`config.mk`:
```
export PLATFORM = sky130hd
export DESIGN_NAME = alu_requester
export DESIGN_NICKNAME = d
export VERILOG_FILES = /design/src/rtl/alu_pkg.sv /design/src/rtl/alu_requester.sv
export SDC_FILE = /design/constraint.sdc
export NUM_CORES = 1
export LEC_CHECK = 0
export ABC_AREA = 1
export CORE_MARGIN = 10
export CORE_UTILIZATION = 40
export DETAILED_ROUTE_END_ITERATION = 12
export DONT_BUFFER_PORTS = 1
export PLACE_DENSITY_LB_ADDON = 0.12
export SLEW_MARGIN = 5
export SYNTH_ARGS = -nofsm -noshare
export SYNTH_HDL_FRONTEND = slang
export SYNTH_SLANG_ARGS = --single-unit
export TNS_END_PERCENT = 10
```
`constraint.sdc`:
```
create_clock -name clk -period 1.2 [get_ports clk]
set_clock_uncertainty 0.05 [all_clocks]
set_input_delay 0.12 -clock clk [delete_from_list [all_inputs] [get_ports clk]]
set_output_delay 0.12 -clock clk [all_outputs]
set_load 0.05 [all_outputs]
```
`src/rtl/alu_pkg.sv`:
```
// Shared constants for the ALU requester: opcodes, widths and FSM encoding.
package alu_pkg;

  localparam int DATA_W = 16;
  localparam int RES_W  = 32;
  localparam int TAG_W  = 4;
  localparam int OP_W   = 3;
  localparam int CNT_W  = 3;

  localparam logic [OP_W-1:0] OP_AND     = 3'b000;
  localparam logic [OP_W-1:0] OP_OR      = 3'b001;
  localparam logic [OP_W-1:0] OP_ADD     = 3'b010;
  localparam logic [OP_W-1:0] OP_ILLEGAL = 3'b011;
  localparam logic [OP_W-1:0] OP_ANDN    = 3'b100;
  localparam logic [OP_W-1:0] OP_ORN     = 3'b101;
  localparam logic [OP_W-1:0] OP_SUB     = 3'b110;
  localparam logic [OP_W-1:0] OP_SLT     = 3'b111;

  typedef enum logic [1:0] {
    ST_IDLE = 2'd0,
    ST_WAIT = 2'd1,
    ST_RESP = 2'd2
  } state_t;

  function automatic logic is_illegal(input logic [OP_W-1:0] op);
    return op == OP_ILLEGAL;
  endfunction

endpackage

```
`src/rtl/alu_requester.sv`:
```
// Single-outstanding request front end for a fixed-latency ALU: latches operands,
// waits out the ALU pipeline, and holds the captured result until it is consumed.
module alu_requester
  import alu_pkg::*;
#(
  parameter int LATENCY = 1
) (
  input  logic              clk,
  input  logic              reset,
  input  logic              req_valid,
  output logic              req_ready,
  input  logic [DATA_W-1:0] req_a,
  input  logic [DATA_W-1:0] req_b,
  input  logic [OP_W-1:0]   req_op,
  input  logic [TAG_W-1:0]  req_tag,
  output logic [DATA_W-1:0] ScrA,
  output logic [DATA_W-1:0] ScrB,
  output logic [OP_W-1:0]   AluControl,
  input  logic [RES_W-1:0]  ALUResult,
  input  logic              zero,
  output logic              rsp_valid,
  input  logic              rsp_ready,
  output logic [RES_W-1:0]  rsp_result,
  output logic              rsp_zero,
  output logic [TAG_W-1:0]  rsp_tag,
  output logic              rsp_err,
  output logic [15:0]       rsp_count
);

  localparam logic [CNT_W-1:0] LAT = CNT_W'(LATENCY);

  state_t           state, state_nx;
  logic [CNT_W-1:0] cnt;
  logic             illegal_q;
  logic             accept, handshake;

  assign req_ready = (state == ST_IDLE);
  assign rsp_valid = (state == ST_RESP);
  assign accept    = req_valid && req_ready;
  assign handshake = rsp_valid && rsp_ready;

  always_ff @(posedge clk) begin
    if (reset) state <= ST_IDLE;
    else       state <= state_nx;
  end

  always_comb begin
    state_nx = state;
    unique case (state)
      ST_IDLE: if (accept)      state_nx = ST_WAIT;
      ST_WAIT: if (cnt == '0)   state_nx = ST_RESP;
      ST_RESP: if (handshake)   state_nx = ST_IDLE;
      default:                  state_nx = ST_IDLE;
    endcase
  end

  // Illegal ops load a zero count so they spend exactly one cycle before RESP,
  // and their response is synthesized instead of sampled from the ALU.
  always_ff @(posedge clk) begin
    if (reset) begin
      ScrA       <= '0;
      ScrB       <= '0;
      AluControl <= '0;
      cnt        <= '0;
      illegal_q  <= 1'b0;
      rsp_result <= '0;
      rsp_zero   <= 1'b0;
      rsp_tag    <= '0;
      rsp_err    <= 1'b0;
      rsp_count  <= '0;
    end else begin
      if (accept) begin
        ScrA       <= req_a;
        ScrB       <= req_b;
        AluControl <= is_illegal(req_op) ? OP_AND : req_op;
        cnt        <= is_illegal(req_op) ? '0 : LAT;
        illegal_q  <= is_illegal(req_op);
        rsp_tag    <= req_tag;
        rsp_err    <= is_illegal(req_op);
      end
      if (state == ST_WAIT) begin
        if (cnt == '0) begin
          rsp_result <= illegal_q ? '0 : ALUResult;
          rsp_zero   <= illegal_q ? 1'b1 : zero;
        end else begin
          cnt <= cnt - CNT_W'(1);
        end
      end
      if (handshake) rsp_count <= rsp_count + 16'd1;
    end
  end

endmodule

```
## Word-level counts from Yosys, hierarchy flattened

Index checks and enable logic that the tools add are counted.

| word-level totals | value |
|---|---|
| word-level logic and storage cells | 35 |
| output and inout bits | 91 |
| register bits after elaboration | 94 |
| bits of input ports | 76 |

| operators by class | value |
|---|---|
| $add $sub $neg | 2 |
| equality and inequality tests | 6 |
| mux-type cells | 11 |
| reduce and logical (&&, ||, !) cells | 6 |

Operators with widths:

| cell | number |
|---|---|
| $mux 32 | 1 |
| $add 16x1->16 const B | 1 |
| $mux 3 | 4 |
| $mux 2 | 3 |
| $ne 2x1->1 const B | 3 |
| $pmux 2 s3 | 1 |
| $eq 3x2->1 const B | 1 |
| $logic_not 3->1 | 1 |
| $reduce_and 3->1 | 1 |
| $sub 3x1->3 const B | 1 |
| $eq 2x1->1 const B | 1 |
| $eq 2x2->1 const B | 1 |
| $logic_and 1x1->1 | 2 |
| $logic_not 2->1 | 1 |
| $mux 1 | 2 |
| $reduce_and 2->1 | 1 |

## Longest topological paths before layout

Gate-level depths: netlist of the first run.

| logic depth | value |
|---|---|
| word-level depth | 5 |
| depth in mapped cells | 10 |
| depth with buffers taken out | 10 |

## Worst setup path after synthesis of the first run

No wires, ideal clock.

| timing path | value |
|---|---|
| path kind | register -> register |
| start | register rsp_count[0] |
| end | register rsp_count[10] |
| path slack | -0.499 ns |
| stages on the path, launching flop included | 7 |
| data required time | 1.022 ns |
| arrival | 1.522 ns |
| path buffers | 0 |
| clock period less this slack | 1.699 ns |
| setup time | 0.128 ns |
| cell sequence | dfxtp_1 > ha_1 > nand3_1 > nor2_1 > nand3_1 > xor2_1 > nor2_1 |

| between the ends | value |
|---|---|
| word-level cells in the longest chain between the ends | 1 |

Ends and longest elaborated chain:

| what | line | text |
|---|---|---|
| start, declared | alu_requester.sv:27 | `output logic [15:0] rsp_count` |
| start signal, assigned | alu_requester.sv:89 | `if (handshake) rsp_count <= rsp_count + 16'd1;` |
| $add 16x1->16 | alu_requester.sv:89 |  |

Every way passes these cells.
A chain may end at the register's enable or synchronous reset.

## Worst setup path after layout of the first run

| timing path | value |
|---|---|
| start | register cnt[1] |
| end | register rsp_result[24] |

| between the ends | value |
|---|---|
| word-level cells in the longest chain between the ends | 2 |

Ends and longest elaborated chain:

| what | line | text |
|---|---|---|
| start, declared | alu_requester.sv:33 | `logic [CNT_W-1:0] cnt;` |
| start signal, assigned | alu_requester.sv:76 | `cnt <= is_illegal(req_op) ? '0 : LAT;` |
| start signal, assigned | alu_requester.sv:86 | `cnt <= cnt - CNT_W'(1);` |
| $logic_not 3->1 | alu_requester.sv:82 | `if (cnt == '0) begin` |
| $reduce_and 2->1 (no source line) | - |  |
| end signal, assigned | alu_requester.sv:83 | `rsp_result <= illegal_q ? '0 : ALUResult;` |
| end, declared | alu_requester.sv:23 | `output logic [RES_W-1:0] rsp_result,` |

Every way passes these cells.

==> results of run 1 <==
cells in the final DEF, fill, tap and decap left out, types with 2 or more instances in the layout:
cell type	n
sky130_fd_sc_hd__a211oi_2	2
sky130_fd_sc_hd__a21oi_1	24
sky130_fd_sc_hd__a21oi_2	20
sky130_fd_sc_hd__buf_12	11
sky130_fd_sc_hd__buf_4	106
sky130_fd_sc_hd__buf_6	4
sky130_fd_sc_hd__clkbuf_16	3
sky130_fd_sc_hd__clkbuf_8	9
sky130_fd_sc_hd__clkinvlp_4	2
sky130_fd_sc_hd__dfxtp_1	75
sky130_fd_sc_hd__dfxtp_2	14
sky130_fd_sc_hd__dfxtp_4	5
sky130_fd_sc_hd__dlygate4sd3_1	40
sky130_fd_sc_hd__ha_4	2
sky130_fd_sc_hd__inv_1	24
sky130_fd_sc_hd__inv_2	6
sky130_fd_sc_hd__inv_4	3
sky130_fd_sc_hd__nand2_1	52
sky130_fd_sc_hd__nand2_2	17
sky130_fd_sc_hd__nand2_4	5
sky130_fd_sc_hd__nand3_1	26
sky130_fd_sc_hd__nand3_2	16
sky130_fd_sc_hd__nand3_4	2
sky130_fd_sc_hd__nand4_1	6
sky130_fd_sc_hd__nor2_1	101
sky130_fd_sc_hd__nor2_2	2
sky130_fd_sc_hd__nor2_4	7
sky130_fd_sc_hd__o21ai_0	21
sky130_fd_sc_hd__o21ai_1	21
sky130_fd_sc_hd__xor2_1	4
metrics by stage:
step	hold WS, ns	cells	area (um2)	power (mW)
4_1_cts	-0.268	750	5580	7.78
3_5_place_dp	0.141	689	4780	5.41
5_1_grt	-0.266	754	5820	8.21
2_1_floorplan	0.209	489	3850	4.84
3_3_place_gp	0.135	689	4780	5.38
6_report	-0.239	754	5820	7.83
flip-flops by register name, indices dropped and copies added (netlist names):
signal      cells
rsp_result     32
ScrA           16
ScrB           16
rsp_count      16
rsp_tag         4
AluControl      3
cnt             3
state           2
illegal_q       1
rsp_zero        1
layer usage:
layer  part of all wire  global-route usage  wire (um)  vias to the layer above
met1               0.39               0.184       4640                     1707
li1                   -                   -          -                     1880
met2               0.51               0.300       6100                      121
met3              0.081              0.0561        961                       18
met5                  0                   0          0                        -
met4              0.015              0.0601        182                        0
final timing paths:
| path | slack, ns | cells after the start | end |
|---|---|---|---|
| setup / recovery | -0.15 | 9 | rsp_result[24] |
| hold reg to reg | 0.41 | 2 | rsp_result[28] |
| setup reg to reg | -0.15 | 9 | rsp_result[24] |
| hold / removal | -0.24 | 1 | rsp_result[26] |
cell families after synthesis:
group           Yosys count
buf+inv                  60
xor+xnor                  4
fa+ha+maj                 3
flops                    94
compound gates           92
simple gates            236
area by class of cell:
class	instances	area share
clock inverter	6	0.0118
sequential	94	0.330
tap	111	0.0239
timing repair buffer	165	0.267
multi-input combinational	335	0.322
clock buffer	10	0.0219
inverter	33	0.0243
report_power, final:
group / switching [mW] / internal, mW
combinational: 1.40 / 0.831
sequential: 0.130 / 3.33
clock: 1.15 / 0.977
total: 2.68 / 5.14
repair_timing:
item                                   4_1_cts  5_1_grt
cloned                                       2        4
pin swaps                                    4       12
resized for setup                           36       62
setup endpoints to repair                   65       95
setup buffers                                3        2
endpoints found under the hold margin       84       44
==> results summary, run 1 <==
The number of diodes added for antenna fixing came out at 0. The worst hold path begins at reset. After detailed routing, the number of vias per cell comes to 4.94.

The first-pass GRT wire length came out at 18500 um. By area the synthesized netlist is led by sky130_fd_sc_hd__dfxtp_1, sky130_fd_sc_hd__nor2_1, sky130_fd_sc_hd__nand2_1. The placeable core area came out at just over 9000 um2. The final routed DRC violation total came out at 0. The count of cell types in the netlist came out at 33.

The post-route fraction of the period consumed by the critical path came out at 1.13. The kind of launch point of the worst setup path is a flip-flop. The start point of the critical path is cnt[1]. Data arrives at the worst endpoint at 1.56 ns.

The first TritonRoute pass finished after 4 iterations. The number of maximum-capacitance constraint violations is 0. The end-of-flow core utilization came out at 0.633. From synthesis to final layout, the design area changed by 54.1%. The worst-case headroom to the max-slew limit is 0.851. The checks that failed: hold timing, setup timing. The number of global-route vias before repair is 3714.

Counting every net in the synthesized netlist gives between 500 and 600. Once routing completed, OpenROAD measured the worst setup slack at -0.151 ns. The number of core rows came out at 35. Power spread over the standard cell area amounts to 1340 nW/um2. The final total negative setup slack is -4.60 ns. The post-synthesis compound-gate area fraction is 0.127.

Together, buffers and inverters on the worst path number 4. TritonCTS built the clock tree. Counting flops and latches in the post-synthesis netlist gives 94. The dominant combinational cell family by area after synthesis is simple AND/OR/NAND/NOR gates. Of the total synthesized cell area, the portion taken by full adders, half adders and majority gates is 0.00994. The worst hold-check slack came out at -0.239 ns.

In this run the critical register-to-register path is launched from cnt[1]. The total die area is 13700 um2. The xor and xnor fraction of the mapped netlist area is 0.00927. The register area is 1920 um2. The tightest min-delay check is of the input port to flip-flop type. The final global-route overflow total came out at 0. Of the post-synthesis cell area, the dominant cell type holds 0.498. The fraction of final layout cells sized beyond drive strength 1 is 0.379. After synthesis, the most frequently instantiated cells are sky130_fd_sc_hd__nor2_1, sky130_fd_sc_hd__dfxtp_1, sky130_fd_sc_hd__nand2_1, sky130_fd_sc_hd__a21oi_1, sky130_fd_sc_hd__o21ai_0. The post-synth design cell area came out at 3780 um2.

Yosys mapped a number of flops with a built-in enable equal to 0. Of the total synthesized cell area, the portion taken by AND, OR, NAND and NOR gates is 0.280. Counting every instance in the synthesized netlist gives 489.

The number of fillers in the final layout came out at 803. The share of the Yosys chip area taken by registers is 0.498. The final max-slew violation count came out at 0. The initial detailed-routing violation count came out at 196. Of all flip-flops after synthesis, the portion carrying an async set or reset was 0. The clock latency reported for the late side of the worst-skew pair came out at 0.36 ns. The delay contributed by the slowest stage of the critical path is 0.34 ns.

The vertical die dimension came out at 117 um. Setup repair after global routing could not meet its margin everywhere. The number of top-level pins came out at 167.

The half-perimeter wire length after placement came out at 8150 um. The final RePlAce weighted congestion came out at 0.781. The maximum vdd ir drop came out at 0.000818 V.

The number of buffers inserted by hold repair at cts is 40. Derived from the worst setup path, the maximum achievable clock frequency is 740 MHz. The floorplan die width is 117 um. The slowest stage of the critical path is the sky130_fd_sc_hd__dfxtp_2 cell. The TritonCTS sink count came out at 94.

The area taken by multi-input logic gates is approximately 1900 um2. Among all flip-flop cells after synthesis, the most frequent one is sky130_fd_sc_hd__dfxtp_1. The initial utilization of the core area, before any placement, comes to 0.411. The count of endpoints failing hold in the final timing report is 44. The total leakage power is around 2.4 nW.

The data required time at the worst endpoint came out at 1.41 ns. The signal on the critical path passes through inv_2 -> ha_4 -> inv_2 -> nor2_4 -> nand2_4 -> buf_12 -> buf_12 -> nand2_1 -> a21oi_2. The number of buffers inserted during clock tree synthesis is 9.

The maximum number of pins on one net before global-route repair came out at 48. The setup violation total in the final timing report is 46. Of all nets on the critical path, the largest fanout is 13. The capturing element type of the critical path is a flip-flop. The flow ran to the end, but the final reports show violations. Yosys printed 0 warnings. The detail route stage leaves a number of antenna-violating nets equal to 0. The minimum period implied by the final worst setup slack is around 1.4 ns.

The number of antenna violations at the first check in global routing was 0. The H-tree was split into 3 levels. The placement-stage worst setup slack came out at -0.213 ns. The tree is rooted in a sky130_fd_sc_hd__clkbuf_8. The global routing usage summed across all routing layers is 0.169. The wire length after detailed routing is 11900 um.

After clock tree synthesis, the clock-pin slew on the worst setup and hold paths is 0.10 ns. After the last flow step, the layout net total stands at around 700. Of all cell types, the one taking the most synthesized area is sky130_fd_sc_hd__dfxtp_1. The family of cells with the greatest summed delay on the critical path is buffers and inverters. The count of buffers from port buffering came out at 0.

The routed length per instance came out at 15.8 um. The worst setup path is of the flip-flop to flip-flop kind. The routed layout has 3726 vias.

Averaged over all synthesized cells, the footprint is 7.72 um2. The library cell with the highest instance count after synthesis is sky130_fd_sc_hd__nor2_1. The post-synthesis mux area share is 0.

At the pin with the least slew margin, the transition time is 0.223 ns. The maximum clock path buffer count is 2.
No activity file was read; power rests on OpenSTA's default activity.
==> run 2: changes to the inputs <==
Settings changed: MAX_ROUTING_LAYER from default to met4.
==> run 2 against run 1 <==
The flow still finishes with violations (hold timing, setup timing). Fmax about the same. Die area is the same. Hold slack got worse by 0.0013 ns. Total power is essentially flat. Setup slack is essentially flat. Clock-buffer cell count is the same. Global-route usage grew 0.48 points. Register-to-register slack about the same. Sequential power is essentially flat. First-iteration DRC count is 0.51% lower. Combinational power about the same. Highest routed layer unchanged.
==> results summary, run 2 (synthesis results as in run 1) <==
The count of endpoints failing hold in the final timing report is 44 (unchanged). The clock latency reported for the late side of the worst-skew pair came to 0.36 ns (about the same). The wire length after detailed routing is 11900 um (+0.18%). The global routing usage summed across all routing layers came to 0.174 (+0.00476).

The count of antenna-violating nets left after detailed routing came to 0 (unchanged). The number of iterations in the first detailed-routing pass is 4 (unchanged). The minimum period implied by the final worst setup slack came out at 1.35 ns (+0.000308 ns). The total die area is 13700 um2 (unchanged). The number of flip-flops in the largest register was 32 (unchanged). The final max-slew violation count came to 0 (unchanged). The cell type of the slowest stage on the worst timing path is sky130_fd_sc_hd__dfxtp_2. In the layout the commonest cells are sky130_fd_sc_hd__buf_4, sky130_fd_sc_hd__nor2_1, sky130_fd_sc_hd__dfxtp_1, sky130_fd_sc_hd__nand2_1, sky130_fd_sc_hd__dlygate4sd3_1. The vertical die dimension is 117 um (unchanged). Leaving out fill and tap cells, the most frequent cell in the layout is sky130_fd_sc_hd__buf_4. The worst setup margin came to -0.152 ns (-0.000308 ns). The transition time at the pin with the least slew margin is 0.223 ns (+0.000121 ns). The number of levels in the clock H-tree is 3 (unchanged). The initial detailed-routing violation count came to 195 (-0.51%). The maximum number of pins on one net before global-route repair came to 48 (unchanged).

The worst-path maximum fanout came to 13 (unchanged). TritonCTS built the clock tree. The total number of vias is 3729 (+0.081%).

The number of top-level pins came out at 167 (unchanged). The total leakage power is 2.41 nW (unchanged). The delay contributed by the slowest stage of the critical path is 0.34 ns (about the same). The total power per unit cell area is 1350 nW/um2 (about the same). The tree is rooted in a sky130_fd_sc_hd__clkbuf_8. The count of buffers from port buffering came to 0 (unchanged).

The starting density of the core came out at 0.411 (unchanged). The final instance count without filler cells is 754 (unchanged). The fraction of final layout cells sized beyond drive strength 1 came out at 0.379 (unchanged). The flow ran to the end, but the final reports show violations.

The half-perimeter wire length after placement came out at 8150 um (unchanged). The data arrival time at the worst-slack endpoint was 1.56 ns (about the same). The number of core rows is 35 (unchanged). The average vias per placed instance came out at 4.95 (about the same). The number of buffers inserted by hold repair at cts is 40 (unchanged).

The post-route fraction of the period consumed by the critical path is 1.13 (about the same). The combined buffer and inverter count along the critical path came out at 4 (unchanged). The number of buffers inserted during clock tree synthesis is 9 (unchanged). The number of antenna violations at the first check in global routing is 0 (unchanged).

The placeable core area is 9200 um2 (unchanged). The register clock-pin slew on the reported worst setup and hold paths was 0.11 ns (about the same). The final total negative setup slack came out at -4.60 ns (-0.000820 ns).

The setup violation total in the final timing report is 46 (unchanged). The family of cells with the greatest summed delay on the critical path is buffers and inverters. The maximum vdd ir drop came out at 0.000815 V (-0.35%). STA classifies the critical path endpoint as a flip-flop. The floorplan die width came out at 117 um (unchanged). The final RePlAce weighted congestion is 0.792 (+1.4%). The TritonCTS sink count was 94 (unchanged). The final global-route overflow total is 0 (unchanged). The checks that failed: hold timing, setup timing. Setup repair after global routing could not meet its margin everywhere. The cell area after layout came out at 5820 um2 (unchanged).

The maximum clock path buffer count is 2 (unchanged). The post-detailed-placement cell area was 4780 um2 (unchanged). The tightest min-delay check is of the input port to flip-flop type. The number of global-route vias before repair is 3730 (+0.43%).

The signal on the critical path passes through inv_2 -> ha_4 -> inv_2 -> nor2_4 -> nand2_4 -> buf_12 -> buf_12 -> nand2_1 -> a21oi_2. By startpoint and endpoint, the worst setup path is classified as flip-flop to flip-flop. The worst-case headroom to the max-slew limit came out at 0.851 (about the same). The placement-stage worst setup slack came out at -0.213 ns (unchanged). The fmax came out at 740 MHz (about the same).

The instance count after placement with tap cells included was 689 (unchanged). The first-pass GRT wire length came out at 18500 um (-0.37%). The worst hold-check slack came out at -0.240 ns (-0.00127 ns). The register with the most flip-flops in the final layout is rsp_result.

The routed length per instance came out at 15.8 um (+0.18%). The final-stage net count is 717 (unchanged). The number of maximum-capacitance constraint violations came out at 0 (unchanged). The number of diodes added for antenna fixing is 0 (unchanged). The final routed DRC violation total is 0 (unchanged). The layout-stage area growth over the synthesis result was 54.1% (unchanged). STA classifies the critical path startpoint as a flip-flop. The data required time at the worst endpoint is 1.41 ns (about the same).
## run 2: cell counts in the layout (fill, tap and decap cells not counted)
Identical to the previous run, type by type.
## run 2: power by group
part / internal (mW) / switching (mW)
registers: 3.33 / 0.130
clock network: 0.977 / 1.16
logic: 0.831 / 1.40
total: 5.14 / 2.69
## run 2: final cells by class
class                      count  area, um2
clock buffer                  10        128
clock inverter                 6       68.8
fill                         803       3380
inverter                      33        141
multi-input combinational    335       1870
sequential                    94       1920
tap                          111        139
timing repair buffer         165       1550
## run 2: what timing repair did
| item | 4_1_cts | 5_1_grt |
|---|---|---|
| endpoints found under the setup margin | 65 | 95 |
| cloned | 2 | 4 |
| pin swaps | 4 | 12 |
| buffers inserted | 3 | 2 |
| endpoints found under the hold margin | 84 | 44 |
| gates resized for setup | 36 | 62 |
## run 2: per-stage QoR
stage,utilization,power (mW)
floorplan,-,4.84
global placement,0.520,5.38
detailed placement,0.520,5.41
CTS,0.607,7.78
global route,0.633,8.21
finish,0.633,7.83
## run 2: final timing paths
check | startpoint | end | slack, ns | cells past startpoint
max | cnt[1] | rsp_result[24] | -0.15 | 9
min | reset | rsp_result[26] | -0.24 | 1
max reg2reg | cnt[1] | rsp_result[24] | -0.15 | 9
min reg2reg | rsp_result[15] | rsp_result[15] | 0.41 | 2
## run 2: routing by layer
metal  vias up  wire length (um)  track usage
met5         -                 0            -
met4         0               177       0.0601
met2       118              6090        0.300
met1      1713              4840        0.193
met3        18               795       0.0408
li1       1880                 -            -
